===== config.mk =====
export PLATFORM = sky130hd
export DESIGN_NAME = i_serdes_deser_flat
export DESIGN_NICKNAME = d
export VERILOG_FILES = /design/src/rtl/i_serdes_pkg.sv /design/src/rtl/i_serdes_deser_if.sv /design/src/rtl/i_serdes_word_fifo.sv /design/src/rtl/i_serdes_deser.sv /design/src/flat_wrapper.sv
export SDC_FILE = /design/constraint.sdc
export NUM_CORES = 1
export LEC_CHECK = 0
export ABC_AREA = 1
export BUFFER_PORTS_ARGS = -buffer_cell sky130_fd_sc_hd__clkbuf_2
export CORE_MARGIN = 2
export CORE_UTILIZATION = 45
export CTS_CLUSTER_DIAMETER = 80
export CTS_CLUSTER_SIZE = 20
export DETAILED_ROUTE_END_ITERATION = 8
export GPL_TIMING_DRIVEN = 1
export SLEW_MARGIN = 10
export SYNTH_ARGS = -nofsm -noshare
export SYNTH_HDL_FRONTEND = slang
export SYNTH_SLANG_ARGS = --single-unit

===== constraint.sdc =====
create_clock -name CLK_IN -period 1.7 [get_ports CLK_IN]
set_input_delay 0.34 -clock CLK_IN [delete_from_list [all_inputs] [get_ports CLK_IN]]
set_output_delay 0.34 -clock CLK_IN [all_outputs]
set_load 0.05 [all_outputs]

===== src/rtl/i_serdes_pkg.sv =====
// Shared definitions for the input deserializer: FSM states, legal WIDTH
// range and counter widths.
package i_serdes_pkg;

    typedef enum logic [1:0] {
        WAIT_LOCK,
        SETTLE,
        RUN
    } state_t;

    localparam int WIDTH_MIN    = 3;
    localparam int WIDTH_MAX    = 10;
    localparam int BIT_CNT_W    = $clog2(WIDTH_MAX);
    localparam int SETTLE_CNT_W = 8;

endpackage


===== src/rtl/i_serdes_deser_if.sv =====
// Fabric/pad-side signal bundle of the input deserializer.
//   slave  : deserializer side (control/serial inputs in, word stream out)
//   master : driving side (pad, PLL and fabric logic)
// Signals: PLL_LOCK, EN, D, BITSLIP, CHANNEL_BOND_SYNC_IN, DATA_READY (to DUT);
//          Q[WIDTH], DATA_VALID, CHANNEL_BOND_SYNC_OUT, OVERFLOW (from DUT).
interface i_serdes_deser_if #(
    parameter int WIDTH = 4
);
    logic             PLL_LOCK;
    logic             EN;
    logic             D;
    logic             BITSLIP;
    logic             CHANNEL_BOND_SYNC_IN;
    logic             DATA_READY;
    logic [WIDTH-1:0] Q;
    logic             DATA_VALID;
    logic             CHANNEL_BOND_SYNC_OUT;
    logic             OVERFLOW;

    modport master (
        output PLL_LOCK, EN, D, BITSLIP, CHANNEL_BOND_SYNC_IN, DATA_READY,
        input  Q, DATA_VALID, CHANNEL_BOND_SYNC_OUT, OVERFLOW
    );

    modport slave (
        input  PLL_LOCK, EN, D, BITSLIP, CHANNEL_BOND_SYNC_IN, DATA_READY,
        output Q, DATA_VALID, CHANNEL_BOND_SYNC_OUT, OVERFLOW
    );
endinterface


===== src/rtl/i_serdes_word_fifo.sv =====
// Show-ahead word FIFO for the deserializer.
// Ports: clk_i, rst_i (async, active-high), flush_i (synchronous clear),
//        push_i/wdata_i, pop_i, rdata_o (head word), full_o, empty_o.
// A push while full is accepted only when a pop happens on the same edge.
module i_serdes_word_fifo #(
    parameter int WIDTH = 4,
    parameter int DEPTH = 4
) (
    input  logic             clk_i,
    input  logic             rst_i,
    input  logic             flush_i,
    input  logic             push_i,
    input  logic [WIDTH-1:0] wdata_i,
    input  logic             pop_i,
    output logic [WIDTH-1:0] rdata_o,
    output logic             full_o,
    output logic             empty_o
);
    localparam int AW = $clog2(DEPTH);

    if (DEPTH < 2 || (DEPTH & (DEPTH - 1)) != 0) begin : g_bad_depth
        $fatal(1, "i_serdes_word_fifo: DEPTH must be a power of two >= 2");
    end

    // Pointers carry one extra wrap bit to tell full from empty.
    logic [AW:0]      wr_q, wr_d;
    logic [AW:0]      rd_q, rd_d;
    logic [WIDTH-1:0] mem_q [DEPTH];
    logic             do_push;
    logic             do_pop;

    assign empty_o = (wr_q == rd_q);
    assign full_o  = (wr_q[AW] != rd_q[AW]) && (wr_q[AW-1:0] == rd_q[AW-1:0]);
    assign do_pop  = pop_i && !empty_o;
    assign do_push = push_i && (!full_o || do_pop);
    assign rdata_o = mem_q[rd_q[AW-1:0]];

    always_comb begin
        wr_d = wr_q;
        rd_d = rd_q;
        if (flush_i) begin
            wr_d = '0;
            rd_d = '0;
        end else begin
            if (do_push) wr_d = wr_q + 1'b1;
            if (do_pop)  rd_d = rd_q + 1'b1;
        end
    end

    always_ff @(posedge clk_i or posedge rst_i) begin
        if (rst_i) begin
            wr_q <= '0;
            rd_q <= '0;
        end else begin
            wr_q <= wr_d;
            rd_q <= rd_d;
        end
    end

    always_ff @(posedge clk_i) begin
        if (do_push && !flush_i) mem_q[wr_q[AW-1:0]] <= wdata_i;
    end
endmodule


===== src/rtl/i_serdes_deser.sv =====
// Input deserializer: samples D on CLK_IN (MSB first), assembles WIDTH-bit
// words with BITSLIP / channel-bond alignment and queues them in a FIFO.
// Ports: CLK_IN (bit clock), RST (async, active-high),
//        bus (slave modport: control/serial inputs, Q/DATA_VALID/
//        CHANNEL_BOND_SYNC_OUT/OVERFLOW outputs).
module i_serdes_deser
    import i_serdes_pkg::*;
#(
    parameter int WIDTH      = 4,
    parameter int LOCK_DELAY = 8,
    parameter int FIFO_DEPTH = 4
) (
    input logic             CLK_IN,
    input logic             RST,
    i_serdes_deser_if.slave bus
);
    if (WIDTH < WIDTH_MIN || WIDTH > WIDTH_MAX) begin : g_bad_width
        $fatal(1, "i_serdes_deser: WIDTH must be in 3..10");
    end
    if (LOCK_DELAY < 1 || LOCK_DELAY > 255) begin : g_bad_delay
        $fatal(1, "i_serdes_deser: LOCK_DELAY must be in 1..255");
    end

    localparam logic [BIT_CNT_W-1:0]    LAST_BIT   = BIT_CNT_W'(WIDTH - 1);
    localparam logic [SETTLE_CNT_W-1:0] LAST_SETTLE = SETTLE_CNT_W'(LOCK_DELAY - 1);

    state_t                  state_q, state_d;
    logic [WIDTH-1:0]        shift_q, shift_d;
    logic [BIT_CNT_W-1:0]    bit_cnt_q, bit_cnt_d;
    logic [SETTLE_CNT_W-1:0] settle_q, settle_d;
    logic                    bitslip_q;
    logic                    sync_out_q;
    logic                    overflow_q;
    logic                    slip_edge;
    logic                    push;
    logic                    flush;
    logic                    pop;
    logic                    full;
    logic                    empty;
    logic [WIDTH-1:0]        head;

    assign slip_edge = bus.BITSLIP && !bitslip_q;

    always_comb begin
        state_d   = state_q;
        shift_d   = shift_q;
        bit_cnt_d = bit_cnt_q;
        settle_d  = settle_q;
        push      = 1'b0;
        flush     = 1'b0;
        if (!bus.PLL_LOCK) begin
            // Loss of lock from any state drops pending bits and queued words.
            state_d   = WAIT_LOCK;
            shift_d   = '0;
            bit_cnt_d = '0;
            settle_d  = '0;
            flush     = 1'b1;
        end else begin
            case (state_q)
                WAIT_LOCK: begin
                    state_d  = SETTLE;
                    settle_d = '0;
                end
                SETTLE: begin
                    if (settle_q == LAST_SETTLE) state_d = RUN;
                    else                         settle_d = settle_q + 1'b1;
                end
                RUN: begin
                    if (bus.EN) begin
                        if (bus.CHANNEL_BOND_SYNC_IN) begin
                            shift_d   = {{(WIDTH-1){1'b0}}, bus.D};
                            bit_cnt_d = BIT_CNT_W'(1);
                        end else if (!slip_edge) begin
                            // A slip edge swallows D, moving the boundary one bit later.
                            shift_d = {shift_q[WIDTH-2:0], bus.D};
                            if (bit_cnt_q == LAST_BIT) begin
                                push      = 1'b1;
                                bit_cnt_d = '0;
                            end else begin
                                bit_cnt_d = bit_cnt_q + 1'b1;
                            end
                        end
                    end
                end
                default: state_d = WAIT_LOCK;
            endcase
        end
    end

    always_ff @(posedge CLK_IN or posedge RST) begin
        if (RST) begin
            state_q    <= WAIT_LOCK;
            shift_q    <= '0;
            bit_cnt_q  <= '0;
            settle_q   <= '0;
            bitslip_q  <= 1'b0;
            sync_out_q <= 1'b0;
            overflow_q <= 1'b0;
        end else begin
            state_q    <= state_d;
            shift_q    <= shift_d;
            bit_cnt_q  <= bit_cnt_d;
            settle_q   <= settle_d;
            bitslip_q  <= bus.BITSLIP;
            sync_out_q <= push;
            overflow_q <= overflow_q | (push && full && !pop);
        end
    end

    assign pop = !empty && bus.DATA_READY;

    i_serdes_word_fifo #(
        .WIDTH (WIDTH),
        .DEPTH (FIFO_DEPTH)
    ) u_fifo (
        .clk_i   (CLK_IN),
        .rst_i   (RST),
        .flush_i (flush),
        .push_i  (push),
        .wdata_i (shift_d),
        .pop_i   (pop),
        .rdata_o (head),
        .full_o  (full),
        .empty_o (empty)
    );

    assign bus.Q                     = empty ? '0 : head;
    assign bus.DATA_VALID            = !empty;
    assign bus.CHANNEL_BOND_SYNC_OUT = sync_out_q;
    assign bus.OVERFLOW              = overflow_q;
endmodule


===== src/flat_wrapper.sv =====
// flat-port wrapper written by rule: the top's interface ports become plain ports
module i_serdes_deser_flat import i_serdes_pkg::*;
#(
    parameter int WIDTH      = 4,
    parameter int LOCK_DELAY = 8,
    parameter int FIFO_DEPTH = 4
)
  (CLK_IN, RST, bus_PLL_LOCK, bus_EN, bus_D, bus_BITSLIP, bus_CHANNEL_BOND_SYNC_IN, bus_DATA_READY, bus_Q, bus_DATA_VALID, bus_CHANNEL_BOND_SYNC_OUT, bus_OVERFLOW);
  i_serdes_deser_if #(.WIDTH(WIDTH)) bus_i ();
  input logic CLK_IN;
  input logic RST;
  input wire logic [$bits(bus_i.PLL_LOCK)-1:0] bus_PLL_LOCK;
  input wire logic [$bits(bus_i.EN)-1:0] bus_EN;
  input wire logic [$bits(bus_i.D)-1:0] bus_D;
  input wire logic [$bits(bus_i.BITSLIP)-1:0] bus_BITSLIP;
  input wire logic [$bits(bus_i.CHANNEL_BOND_SYNC_IN)-1:0] bus_CHANNEL_BOND_SYNC_IN;
  input wire logic [$bits(bus_i.DATA_READY)-1:0] bus_DATA_READY;
  output wire logic [$bits(bus_i.Q)-1:0] bus_Q;
  output wire logic [$bits(bus_i.DATA_VALID)-1:0] bus_DATA_VALID;
  output wire logic [$bits(bus_i.CHANNEL_BOND_SYNC_OUT)-1:0] bus_CHANNEL_BOND_SYNC_OUT;
  output wire logic [$bits(bus_i.OVERFLOW)-1:0] bus_OVERFLOW;
  assign bus_i.PLL_LOCK = bus_PLL_LOCK;
  assign bus_i.EN = bus_EN;
  assign bus_i.D = bus_D;
  assign bus_i.BITSLIP = bus_BITSLIP;
  assign bus_i.CHANNEL_BOND_SYNC_IN = bus_CHANNEL_BOND_SYNC_IN;
  assign bus_i.DATA_READY = bus_DATA_READY;
  assign bus_Q = bus_i.Q;
  assign bus_DATA_VALID = bus_i.DATA_VALID;
  assign bus_CHANNEL_BOND_SYNC_OUT = bus_i.CHANNEL_BOND_SYNC_OUT;
  assign bus_OVERFLOW = bus_i.OVERFLOW;
  i_serdes_deser #(.WIDTH(WIDTH), .LOCK_DELAY(LOCK_DELAY), .FIFO_DEPTH(FIFO_DEPTH)) u_core (.CLK_IN(CLK_IN), .RST(RST), .bus(bus_i));
endmodule

### Yosys cells after proc, flatten, opt, wreduce, memory -nomap -nowiden

Memories as Yosys holds them, arrays and structs flattened.
Index checks and enable logic that the tools add are counted.

| storage, ports and cells | value |
|---|---|
| register bits after elaboration | 27 |
| bits in writable memories | 16 |
| output and inout port bits | 7 |
| memories | 1 |

Memories:

| name | depth | width | rd ports | clocked after Yosys merged registers in | wr ports | line | source |
|---|---|---|---|---|---|---|---|
| u_core.u_fifo.mem_q | 4 | 4 | 1 | 0 | 1 | i_serdes_word_fifo.sv:28 | `logic [WIDTH-1:0] mem_q [DEPTH];` |

| operators by class | value |
|---|---|
| add/subtract/negate cells | 4 |
| eq/ne operators | 16 |
| muxes and demuxes | 30 |
| bitwise gates (word level) | 1 |
| reduce and logical (&&, ||, !) cells | 17 |

Operators with widths:

| cell | count |
|---|---|
| 2-to-1 mux 4 bit | 12 |
| 2-to-1 mux 8 bit | 2 |
| one-hot mux 8 bit (2 select lines) | 1 |
| 2-to-1 mux 3 bit | 4 |
| adder 8 x 1 -> 8 bit (second input constant) | 1 |
| equality test 8 x 3 -> 1 bit (second input constant) | 1 |
| logical AND 1 bit | 8 |
| 2-to-1 mux 1 bit | 8 |
| != test 2 x 1 -> 1 bit (second input constant) | 4 |
| adder 3 x 1 -> 3 bit (second input constant) | 2 |
| != test 3 bit (second input constant) | 2 |
| one-hot mux 2 bit (3 select lines) | 1 |
| adder 4 x 1 -> 4 bit (second input constant) | 1 |
| equality test 4 x 2 -> 1 bit (second input constant) | 1 |
| logical NOT 1 bit | 4 |
| 2-to-1 mux 2 bit | 2 |
| AND reduction 2 bit | 2 |
| equality test 3 bit | 1 |
| != test 3 x 1 -> 1 bit (second input constant) | 1 |
| != test 3 x 2 -> 1 bit (second input constant) | 1 |
| AND reduction 3 bit | 1 |
| equality test 2 x 1 -> 1 bit (second input constant) | 1 |
| equality test 2 bit | 1 |
| equality test 2 bit (second input constant) | 1 |
| 5 further kinds | 5 |

### Depth between registers and ports, before layout

Gate-level depths: netlist of the first run.

| logic depth | value |
|---|---|
| word-level depth | 11 |
| gate-level depth with buffers | 8 |
| depth with buffers taken out | 8 |

### Modules after synthesis

From an unflattened synthesis of the first run, not the netlist that was laid out.

| second synthesis, totals | value |
|---|---|
| cells, all modules | 266 |
| area, all modules | 2279.7 µm² |

Modules (own cells, without submodules):

| module | times used | cells each | area each (µm²) | seq. area each (µm²) |
|---|---|---|---|---|
| i_serdes_deser | 1 | 164 | 1197.4 | 525.5 |
| i_serdes_word_fifo | 1 | 102 | 1082.3 | 630.6 |

### Worst setup path before layout of the first run

OpenSTA, ideal clock, no wires.

| timing | value |
|---|---|
| path kind | reg-to-output |
| from | register u_core.u_fifo.rd_q[0] |
| to | output bus_Q[0] |
| arrival | 1.321 ns |
| setup slack | 0.039 ns |
| cell stages (with the launch flop) | 8 |
| cell sequence | dfrtp_1 > buf_2 > nand2_1 > nand2_2 > nor2_8 > nand2_4 > nand2_1 > inv_1 |

| on the way | value |
|---|---|
| word-level cells in the longest chain between the ends | 2 |
| elaborated cells on any way between the ends | 3 |

Ends and longest elaborated chain:

| what | line | source |
|---|---|---|
| start, declared | i_serdes_word_fifo.sv:27 | `logic [AW:0] rd_q, rd_d;` |
| start signal, assigned | i_serdes_word_fifo.sv:56 | `rd_q <= rd_d;` |
| memory read (4 x 4 bit) or equality test 3 bit (tied branches) | - |  |
| 2-to-1 mux 4 bit (*) | i_serdes_deser.sv:127 | `assign bus.Q = empty ? '0 : head;` |
| end, declared | flat_wrapper.sv:18 | `output wire logic [$bits(bus_i.Q)-1:0] bus_Q;` |

Every way passes the cells marked *; elsewhere a longest branch is shown, timed or not.

### Worst setup path in the final report of the first run

Same ends and word-level chain as after synthesis.

==> results by group, run 1 <==
Run status
  – Status: complete, but fails checks
  – Violated checks: setup timing

Logic synthesis
  – Avg Synthesized Cell Area: 8.44 µm²
  – Ys Warns: 0
  – Syn Std Cell Area: roughly 0.0023 mm²
  – Sequential area share after synthesis: 0.513
  – Top cell type's share of synthesized area: 0.300
  – Synth area leader: dfrtp_1
  – Register bit total from synthesis: between 40 and 50
  – Ys async rst share: 0.628
  – Synth area leaders: dfrtp_1 (30%), edfxtp_1 (21%), nand2_1 (11%)
  – Post-synthesis mux area share: 0
  – Synth Area in XOR/XNOR: 0.0117
  – Post-Syn Instances: about 270
  – Simple-Gate Fraction of Synth Area: 0.309
  – Unique cell type count in the Yosys netlist: 25
  – Top_reg_cell synth: dfrtp_1
  – Synth Area in Compound Gates: 0.0500
  – Main combinational cell family by area after synthesis: simple AND/OR/NAND/NOR gates
  – Adder-cell share of the synthesized area: 0.0389
  – Syn nets: 282
  – Number of synthesized flops with an enable pin: 16

Critical path
  – Data arrival time of the critical path: between 1000 and 1500 ps
  – CP startpoint kind: flip-flop
  – R2R Path Start: u_core.u_fifo.wr_q[0]$_DFFE_PP0P_
  – Crit Path Category: reg -> out
  – CP Capture Type: primary output
  – Reg2reg setup slack: approximately 140 ps
  – R2R depth: 9
  – Critical Path RT: 1360 ps
  – Worst Setup SP: u_core.u_fifo.rd_q[0]$_DFFE_PP0P_
  – Crit path max fanout: 9
  – Critical Path End: bus_Q[0]
  – Reg-to-reg endpoint: u_core.u_fifo.mem_q[3][2]$_DFFE_PP_

Power
  – Power Total: around 1.8 mW
  – VDD IR max: 387 µV
  – Cell Pwr Density: 669 mW/mm²
  – P_leak: approximately 1.4 nW

Layout
  – Final nets: around 320
  – Post-Layout Cell Count: 374
  – Commonest cells after routing, fill and taps aside: nand2_1 (61), inv_1 (30), nor2_1 (28)
  – Final Util: 0.571
  – Diodes inserted: 0
  – Layout area overhead: 21.3%
  – Layout cells sized above 1: 0.248
  – Commonest non-fill, non-tap cell in the layout: nand2_1

GRT
  – Vias in the first global route: roughly 1700
  – Largest net degree at the start of global routing: 32
  – GRT Total Usage: 0.185
  – Top Usage Layer GRT: met2
  – First-pass GRT wire length: 7780 µm
  – Met2 Use GR: 0.301
  – Initial antenna violation count: 0
  – Met1 usage: 0.243
  – Grt ovf: 0
  – M3 GR Usage: 0.0442

STA
  – Hold slack: 63.6 ps
  – Setup Skew: approximately 4.2 ps
  – Minimum clock period: 1770 ps
  – Final Cycle Share: 1.04
  – Setup slack after layout: -73.0 ps
  – Final Hold Fails: 0
  – Final setup fails: 5
  – Slew HR: 0.749
  – Slew @ Worst Pin: 376 ps
  – Max Clock Freq: between 500 and 600 MHz
  – Setup TNS: -322 ps
  – Unrepaired setup endpoints after global routing: yes
  – Fin. max-slew vios: 0

Detailed routing
  – Drt pass-1 iters: 5
  – Wirelength per Cell: around 12 µm
  – Antenna-violating nets left: 0
  – Initial drt markers: 51
  – Remaining DRCs: 0
  – Via-per-instance ratio: roughly 4.8
  – Detailed-route via count: 1779
  – Post-Route WL: around 4500 µm

Floorplan
  – Die height: around 75 µm
  – Core area: roughly 0.0048 mm²
  – Die area: roughly 0.0056 mm²
  – Die X: 74.7 µm
  – Starting density of the core: 0.471
  – # IOs: 15
  – Site Rows: 25

Clock tree
  – Root Driver: clkbuf_8
  – CTS Buffer Depth: 2
  – Sink Count: 43
  – Total CTS buffers: 5
  – Clk slew on worst S/H paths: roughly 90 ps
  – Clock latency on the worst-skew pair: ~300 ps
  – H-tree depth: 2
  – CTS tree: yes

Placement
  – Placed cell count: approximately 350
  – Hpwl dp: approximately 3100 µm
  – RePlAce Congestion: slightly below 0.8
  – Port Buffers: 14

Worst hold path
  – HP Class: in -> async

Job
  – Max-cap violations: 0
-- state kept, by name, indices dropped and copies added (netlist names) --
register	count
u_core.bus.OVERFLOW	1
u_core.bit_cnt_q	4
u_core.u_fifo.mem_q	16
u_core.settle_q	8
u_core.shift_q	4
u_core.state_q	2
u_core.u_fifo.wr_q	3
u_core.u_fifo.rd_q	3
u_core.bitslip_q	1
u_core.bus.CHANNEL_BOND_SYNC_OUT	1
-- final cells by class --
cell class,instances,area (µm²)
multi-input combinational,180,941
clock inverter,3,23.8
timing repair buffer,37,309
fill,456,2050
tap,67,83.8
inverter,39,146
clock buffer,5,68.8
sequential,43,1160
-- synth_stat cells (3+ instances only) --
| cell type | count |
|---|---|
| nand2_1 | 63 |
| inv_1 | 36 |
| nor2_1 | 31 |
| dfrtp_1 | 27 |
| nand3_1 | 27 |
| edfxtp_1 | 16 |
| nand4_1 | 13 |
| o21ai_0 | 13 |
| ha_1 | 7 |
| nand2_2 | 5 |
| buf_2 | 4 |
| nand2_4 | 4 |
| o22ai_1 | 4 |
| inv_2 | 3 |
-- repair_timing --
| item | in CTS | in global routing |
|---|---|---|
| cloned | 1 | 0 |
| endpoints found under the hold margin | 0 | 0 |
| resized for setup | 17 | 18 |
| hold buffers | 0 | 0 |
| setup buffers | 8 | 3 |
| setup endpoints to repair | 5 | 21 |
| pin swaps | 1 | 3 |
-- per-layer routing --
metal / vias to the layer above / routed length (µm) / share of wire
li1: 942 / - / -
met1: 812 / 2140 / 0.47
met2: 18 / 2200 / 0.49
met3: 7 / 102 / 0.023
met4: 0 / 72 / 0.016
met5: - / 0 / 0
-- through the flow --
| stage | worst slack, ps | instance area, µm² |
|---|---|---|
| floorplan | 38.8 | 2250 |
| global placement | 92.4 | 2480 |
| detailed placement | 76.2 | 2480 |
| CTS | -120 | 2690 |
| global route | -169 | 2730 |
| finish | -73.0 | 2730 |
-- worst max-delay path: stages, from the launching register on --
cell and delay, ps:
dfrtp_2 450, inv_2 90, buf_12 120, nor2_1 40, o22ai_1 160, nand2_1 80
inv_2 60, buf_8 130
-- cell families (layout without fill, tap and decap cells) --
family          after synthesis  count (layout)
simple gates                148             149
buf+inv                      45              84
fa+ha+maj                     7               7
compound gates               21              21
xor+xnor                      3               3
flops                        43              43
-- power breakdown --
group / switching [mW] / internal, mW
sequential: 0.00395 / 1.07
combinational: 0.0481 / 0.0187
clock: 0.390 / 0.294
-- how the worst min path moves through the flow --
stage                                              endpoint  slack [ps]  cells past startpoint
after detailed placement        u_core.shift_q[0]$_DFF_PP0_         410                      3
after global placement          u_core.shift_q[0]$_DFF_PP0_         400                      3
after global routing            u_core.shift_q[0]$_DFF_PP0_          90                      3
after floorplan                  u_core.bitslip_q$_DFF_PP0_         370                      0
after CTS                 u_core.u_fifo.wr_q[1]$_DFFE_PP0P_          70                      3
final                           u_core.shift_q[0]$_DFF_PP0_          60                      3
(Power assumes the default switching activity.)
==> run 2: changes to the inputs <==
- CORE_MARGIN: 2 -> not set
==> run 2 against run 1 <==
- the run still ends with setup timing left
- global-route usage increased by 0.23 points
- largest cell class unchanged
- total power increased by 1.4%
- highest routed layer unchanged
- fmax fell by 1.6%
==> results by group, run 2 (synthesized netlist as in run 1, its figures left out) <==
Placement
  – Hpwl dp: approximately 3100 µm
  – RePlAce Congestion: between 0.8 and 0.9
  – Port Buffers: 14
  – Placement Setup Slack: roughly 78 ps

Detailed routing
  – Wirelength per Cell: around 13 µm
  – Remaining DRCs: 0
  – Post-Route WL: approximately 4700 µm
  – Initial drt markers: between 150 and 200
  – Antenna-violating nets left: 0
  – Via-per-instance ratio: about 5.0
  – Detailed-route via count: around 1900
  – Drt pass-1 iters: 4

Floorplan
  – Starting density of the core: 0.474
  – Die area: around 0.0053 mm²
  – Die X: about 73 µm
  – # IOs: 15
  – Core area: 0.00475 mm²
  – Die height: between 70 and 80 µm
  – Site Rows: 25

Clock tree
  – CTS Buffer Depth: 2
  – H-tree depth: 2
  – CTS tree: yes
  – Clock latency on the worst-skew pair: 310 ps
  – Total CTS buffers: 5
  – Root Driver: clkbuf_8
  – Clk slew on worst S/H paths: about 100 ps
  – Sink Count: 43

Run status
  – Status: complete, but fails checks
  – Violated checks: setup timing

STA
  – Slew @ Worst Pin: 386 ps
  – Setup Skew: between 10 and 15 ps
  – Slew HR: 0.742
  – Final Cycle Share: 1.06
  – Setup slack after layout: -101 ps
  – Final setup fails: 4
  – Final Hold Fails: 0
  – Unrepaired setup endpoints after global routing: yes
  – Minimum clock period: ~1800 ps
  – Fin. max-slew vios: 0
  – Max Clock Freq: 555 MHz
  – Setup TNS: -366 ps
  – Hold slack: about 160 ps

Layout
  – Final nets: 323
  – Diodes inserted: 0
  – Commonest non-fill, non-tap cell in the layout: nand2_1
  – Layout cells sized above 1: 0.291
  – Commonest cells after routing, fill and taps aside: nand2_1 (57), inv_1 (30), nand3_1 (27)
  – Layout area overhead: 25.6%
  – Fillcell total: 440
  – Max reg flops: 16

Power
  – Cell Pwr Density: 655 mW/mm²
  – Power Total: about 1.9 mW
  – VDD IR max: about 450 µV
  – P_leak: 1.43 nW

GRT
  – Grt ovf: 0
  – Largest net degree at the start of global routing: 32
  – Vias in the first global route: ~1700
  – GRT Total Usage: 0.187
  – First-pass GRT wire length: about 7500 µm
  – Initial antenna violation count: 0

Job
  – Max-cap violations: 0

Critical path
  – Crit Path Category: reg -> out
  – Critical Path RT: approximately 1400 ps
  – Crit path max fanout: 8
  – Data arrival time of the critical path: approximately 1500 ps
  – CP Capture Type: primary output
  – CP startpoint kind: flip-flop

Worst hold path
  – HP Class: in -> reg
run 2: area by class of cell:
type	instances	area, µm²	share of cell area
multi-input cells	179	992	0.351
well taps	67	83.8	0.0296
flip-flops and latches	43	1160	0.410
inverters	39	149	0.0526
clock inverters	3	26.3	0.00929
clock buffers	5	68.8	0.0243
repair buffers	40	349	0.123
run 2: path summary, 6_finish.rpt:
| check | start | to | slack, ps | cells past startpoint |
|---|---|---|---|---|
| max | u_core.u_fifo.rd_q[0]$_DFFE_PP0P_ | bus_Q[3] | -100 | 7 |
| max in group asynchronous | RST | u_core.u_fifo.wr_q[1]$_DFFE_PP0P_ | 660 | 4 |
| min | bus_BITSLIP | u_core.bitslip_q$_DFF_PP0_ | 160 | 1 |
| min in group asynchronous | RST | u_core.bus.CHANNEL_BOND_SYNC_OUT$_DFF_PP0_ | 530 | 3 |
| min reg2reg | u_core.bus.OVERFLOW$_DFF_PP0_ | u_core.bus.OVERFLOW$_DFF_PP0_ | 480 | 2 |
| max reg2reg | u_core.u_fifo.rd_q[0]$_DFFE_PP0P_ | u_core.u_fifo.mem_q[0][1]$_DFFE_PP_ | 70 | 9 |
run 2: through the flow:
step / utilization / cell area, µm² / instances
6_report: 0.595 / 2830 / 376
5_1_grt: 0.595 / 2830 / 376
4_1_cts: 0.568 / 2700 / 372
3_5_place_dp: 0.518 / 2460 / 353
3_3_place_gp: 0.518 / 2460 / 353
2_1_floorplan: - / 2250 / 267
run 2: per-layer routing:
layer  track usage  up-vias  part of all wire  wire length (µm)
li1              -      950                 -                 -
met1         0.245      889              0.47              2240
met3        0.0428       12             0.029               137
met4        0.0784        0             0.023               109
met5             0        -                 0                 0
met2         0.300       29              0.47              2240
run 2: repair_timing:
item | in CTS | in global routing
endpoints found under the hold margin | 8 | 0
pin swaps | 4 | 9
setup endpoints to repair | 5 | 13
hold buffers | 1 | 0
buffers inserted | 10 | 4
gates resized for setup | 15 | 38
gates cloned | 0 | 0
run 2: report_power, final:
| group | internal, mW | switching [mW] | leakage, nW |
|---|---|---|---|
| registers | 1.07 | 0.00383 | 0.518 |
| clock network | 0.305 | 0.399 | 0.0495 |
| logic | 0.0229 | 0.0485 | 0.861 |
run 2: worst max-delay path, cell delays in order, from the launching register on:
cell and delay, ps:
dfrtp_1 400, inv_2 80, buf_12 140, o21ai_1 170
o22ai_2 100, nand2_2 80, inv_2 40, buf_8 140
==> run 3: changes to the inputs <==
- ABC_AREA: 1 -> not set
==> run 3 against run 2 <==
- the flow still finishes with violations (setup timing)
- synthesized area decreased by 7.5%
- utilization rose by 1.1 points
- first-iteration DRC count decreased by 44%
- clock power down 7.0%
- clock skew is 5.9 ps lower
- sequential power about the same
- total power decreased by 2.7%
- largest power group unchanged
==> results by group, run 3 <==
Logic synthesis
  – Synth area leader: dfrtp_1
  – Most instantiated cells after synthesis: dfrtp_1 (27), edfxtp_1 (16), nand2_1 (12), nor2b_1 (10), nor2_1 (8)
  – Synth area leaders: dfrtp_1 (32%), edfxtp_1 (23%), mux4_2 (4.3%)
  – Register bit total from synthesis: 43
  – Sequential area share after synthesis: 0.555
  – Syn nets: between 150 and 200
  – Unique cell type count in the Yosys netlist: 42
  – Number of synthesized flops with an enable pin: 16
  – Ys async rst share: 0.628
  – Top_reg_cell synth: dfrtp_1
  – Post-Syn Instances: 168
  – Syn Std Cell Area: between 0.002 and 0.0025 mm²
  – Top cell type's share of synthesized area: 0.324
  – Avg Synthesized Cell Area: between 10 and 15 µm²
  – Ys Warns: 0
  – Most common cell in the synthesized netlist: dfrtp_1

STA
  – Unrepaired setup endpoints after global routing: yes
  – Slew @ Worst Pin: 478 ps
  – Hold slack: roughly 75 ps
  – Final Hold Fails: 0
  – Max Clock Freq: between 500 and 600 MHz
  – Final setup fails: 5
  – Fin. max-slew vios: 0
  – Setup Skew: between 4 and 5 ps
  – Setup slack after layout: -276 ps
  – Minimum clock period: about 2000 ps
  – Slew HR: 0.673
  – Final Cycle Share: 1.16

Clock tree
  – Total CTS buffers: 5
  – CTS tree: yes
  – CTS Buffer Depth: 2
  – Root Driver: clkbuf_8
  – Sink Count: 43
  – H-tree depth: 2
  – Clk slew on worst S/H paths: about 80 ps
  – Clock latency on the worst-skew pair: 290 ps

Detailed routing
  – Wirelength per Cell: 16.1 µm
  – Drt pass-1 iters: 4
  – Remaining DRCs: 0
  – Post-Route WL: ~4200 µm
  – Antenna-violating nets left: 0
  – Initial drt markers: 96
  – Via-per-instance ratio: around 5.4
  – Detailed-route via count: 1427

Critical path
  – Crit Path Category: reg -> out
  – R2R Path Start: u_core.bit_cnt_q[1]$_DFFE_PP0P_
  – Critical Path RT: 1360 ps
  – Crit path max fanout: 6
  – Reg-to-reg endpoint: u_core.u_fifo.mem_q[0][2]$_DFFE_PP_
  – CP Capture Type: primary output
  – CP startpoint kind: flip-flop
  – R2R depth: 5
  – Reg2reg setup slack: 30 ps
  – Data arrival time of the critical path: around 1600 ps

GRT
  – Vias in the first global route: roughly 1500
  – Grt ovf: 0
  – Initial antenna violation count: 0
  – First-pass GRT wire length: 7180 µm
  – Largest net degree at the start of global routing: 28
  – GRT Total Usage: 0.192

Floorplan
  – Die height: between 70 and 80 µm
  – Die area: a little under 0.005 mm²
  – Starting density of the core: 0.472
  – # IOs: 15
  – Die X: 70.0 µm
  – Core area: 0.00441 mm²
  – Site Rows: 24

Layout
  – Multi-input gate area: around 0.001 mm²
  – Commonest non-fill, non-tap cell in the layout: buf_4
  – Commonest cells after routing, fill and taps aside: buf_4 (28), dfrtp_1 (25), edfxtp_1 (16)
  – Seq. cell area: ~0.0012 mm²
  – Diodes inserted: 0
  – Layout cells sized above 1: 0.392
  – Layout area overhead: 28.3%
  – Fillcell total: ~350
  – Max reg flops: 16
  – Final nets: around 230

Placement
  – Port Buffers: 14
  – Hpwl dp: between 3000 and 4000 µm
  – RePlAce Congestion: approximately 0.77
  – Placement Setup Slack: -179 ps

Power
  – Cell Pwr Density: about 670 mW/mm²
  – P_leak: approximately 1.2 nW
  – VDD IR max: 357 µV

Run status
  – Status: complete, but fails checks
  – Violated checks: setup timing

Job
  – Max-cap violations: 0

Worst hold path
  – HP Class: in -> async
-- run 3: changes by cell type after synthesis, moves of 5 or more --
| cell | previous run | this run |
|---|---|---|
| nand2_1 | 63 | 12 |
| inv_1 | 36 | 7 |
| nor2_1 | 31 | 8 |
| nand3_1 | 27 | 5 |
| nand4_1 | 13 | 2 |
| nor2b_1 | 0 | 10 |
| o21ai_0 | 13 | 4 |
| and2_1 | 0 | 7 |
| mux2i_1 | 0 | 6 |
| xnor2_1 | 1 | 7 |
| nand2_2 | 5 | 0 |
-- run 3: through the flow --
step	setup TNS (ps)	area [µm²]	power, mW	instances	utilization
2_1_floorplan	-113	2110	1.13	168	-
3_3_place_gp	-1020	2380	1.17	250	0.539
3_5_place_dp	-2430	2380	1.17	250	0.539
4_1_cts	-1340	2570	1.83	260	0.582
5_1_grt	-1770	2670	1.88	264	0.606
6_report	-1100	2670	1.80	264	0.606
-- run 3: how the worst max path moves through the flow --
| stage | end | slack, ps | start | cells past startpoint |
|---|---|---|---|---|
| finish | bus_Q[0] | -280 | u_core.u_fifo.rd_q[0]$_DFFE_PP0P_ | 3 |
| global route | bus_Q[3] | -340 | u_core.u_fifo.rd_q[0]$_DFFE_PP0P_ | 3 |
| CTS | bus_Q[0] | -280 | u_core.u_fifo.rd_q[0]$_DFFE_PP0P_ | 3 |
| detailed placement | bus_DATA_VALID | -180 | u_core.u_fifo.rd_q[0]$_DFFE_PP0P_ | 4 |
| global placement | bus_DATA_VALID | -140 | u_core.u_fifo.rd_q[0]$_DFFE_PP0P_ | 4 |
| floorplan | bus_DATA_VALID | -20 | u_core.u_fifo.rd_q[0]$_DFFE_PP0P_ | 4 |
-- run 3: power by group --
part	internal [mW]	total [mW]	switching, mW	leakage, nW
combinational	0.0285	0.0709	0.0423	0.569
sequential	1.07	1.07	0.00221	0.544
clock	0.294	0.656	0.363	0.0408
total	1.39	1.80	0.407	1.15
-- run 3: cell type report --
| class | count | area share |
|---|---|---|
| Multi-Input combinational cell | 112 | 0.376 |
| Inverter | 7 | 0.00983 |
| Tap cell | 52 | 0.0243 |
| Clock inverter | 3 | 0.00889 |
| Timing Repair Buffer | 42 | 0.122 |
| Clock buffer | 5 | 0.0257 |
| Sequential cell | 43 | 0.433 |
-- run 3: logic make-up (layout without fill, tap and decap cells) --
family          after synthesis  in the layout  synth area share
fa+ha+maj                     7              7            0.0420
compound gates               26             26            0.0937
xor+xnor                     10             10            0.0420
flops                        43             43             0.555
mux                          10             10            0.0721
buf+inv                      13             57            0.0270
simple gates                 59             59             0.168
-- run 3: worst max-delay path: stages (launching register included) --
cell     delay, ps
dfrtp_2        510
mux4_2         540
nor2b_4        150
buf_8          140
-- run 3: what timing repair did --
action / CTS / global route
gates cloned: 0 / 0
pin swaps: 3 / 3
gates resized for setup: 19 / 21
setup endpoints to repair: 23 / 32
hold endpoints to repair: 0 / 0
hold buffers: 0 / 0
setup buffers: 2 / 4
-- run 3: metal layers --
metal	GRT usage	part of all wire	up-vias	wire length (µm)
met4	0.0756	0.013	0	57
met3	0.0332	0.036	6	152
met5	0	0	-	0
li1	-	-	694	-
met1	0.251	0.45	697	1920
met2	0.318	0.50	30	2120
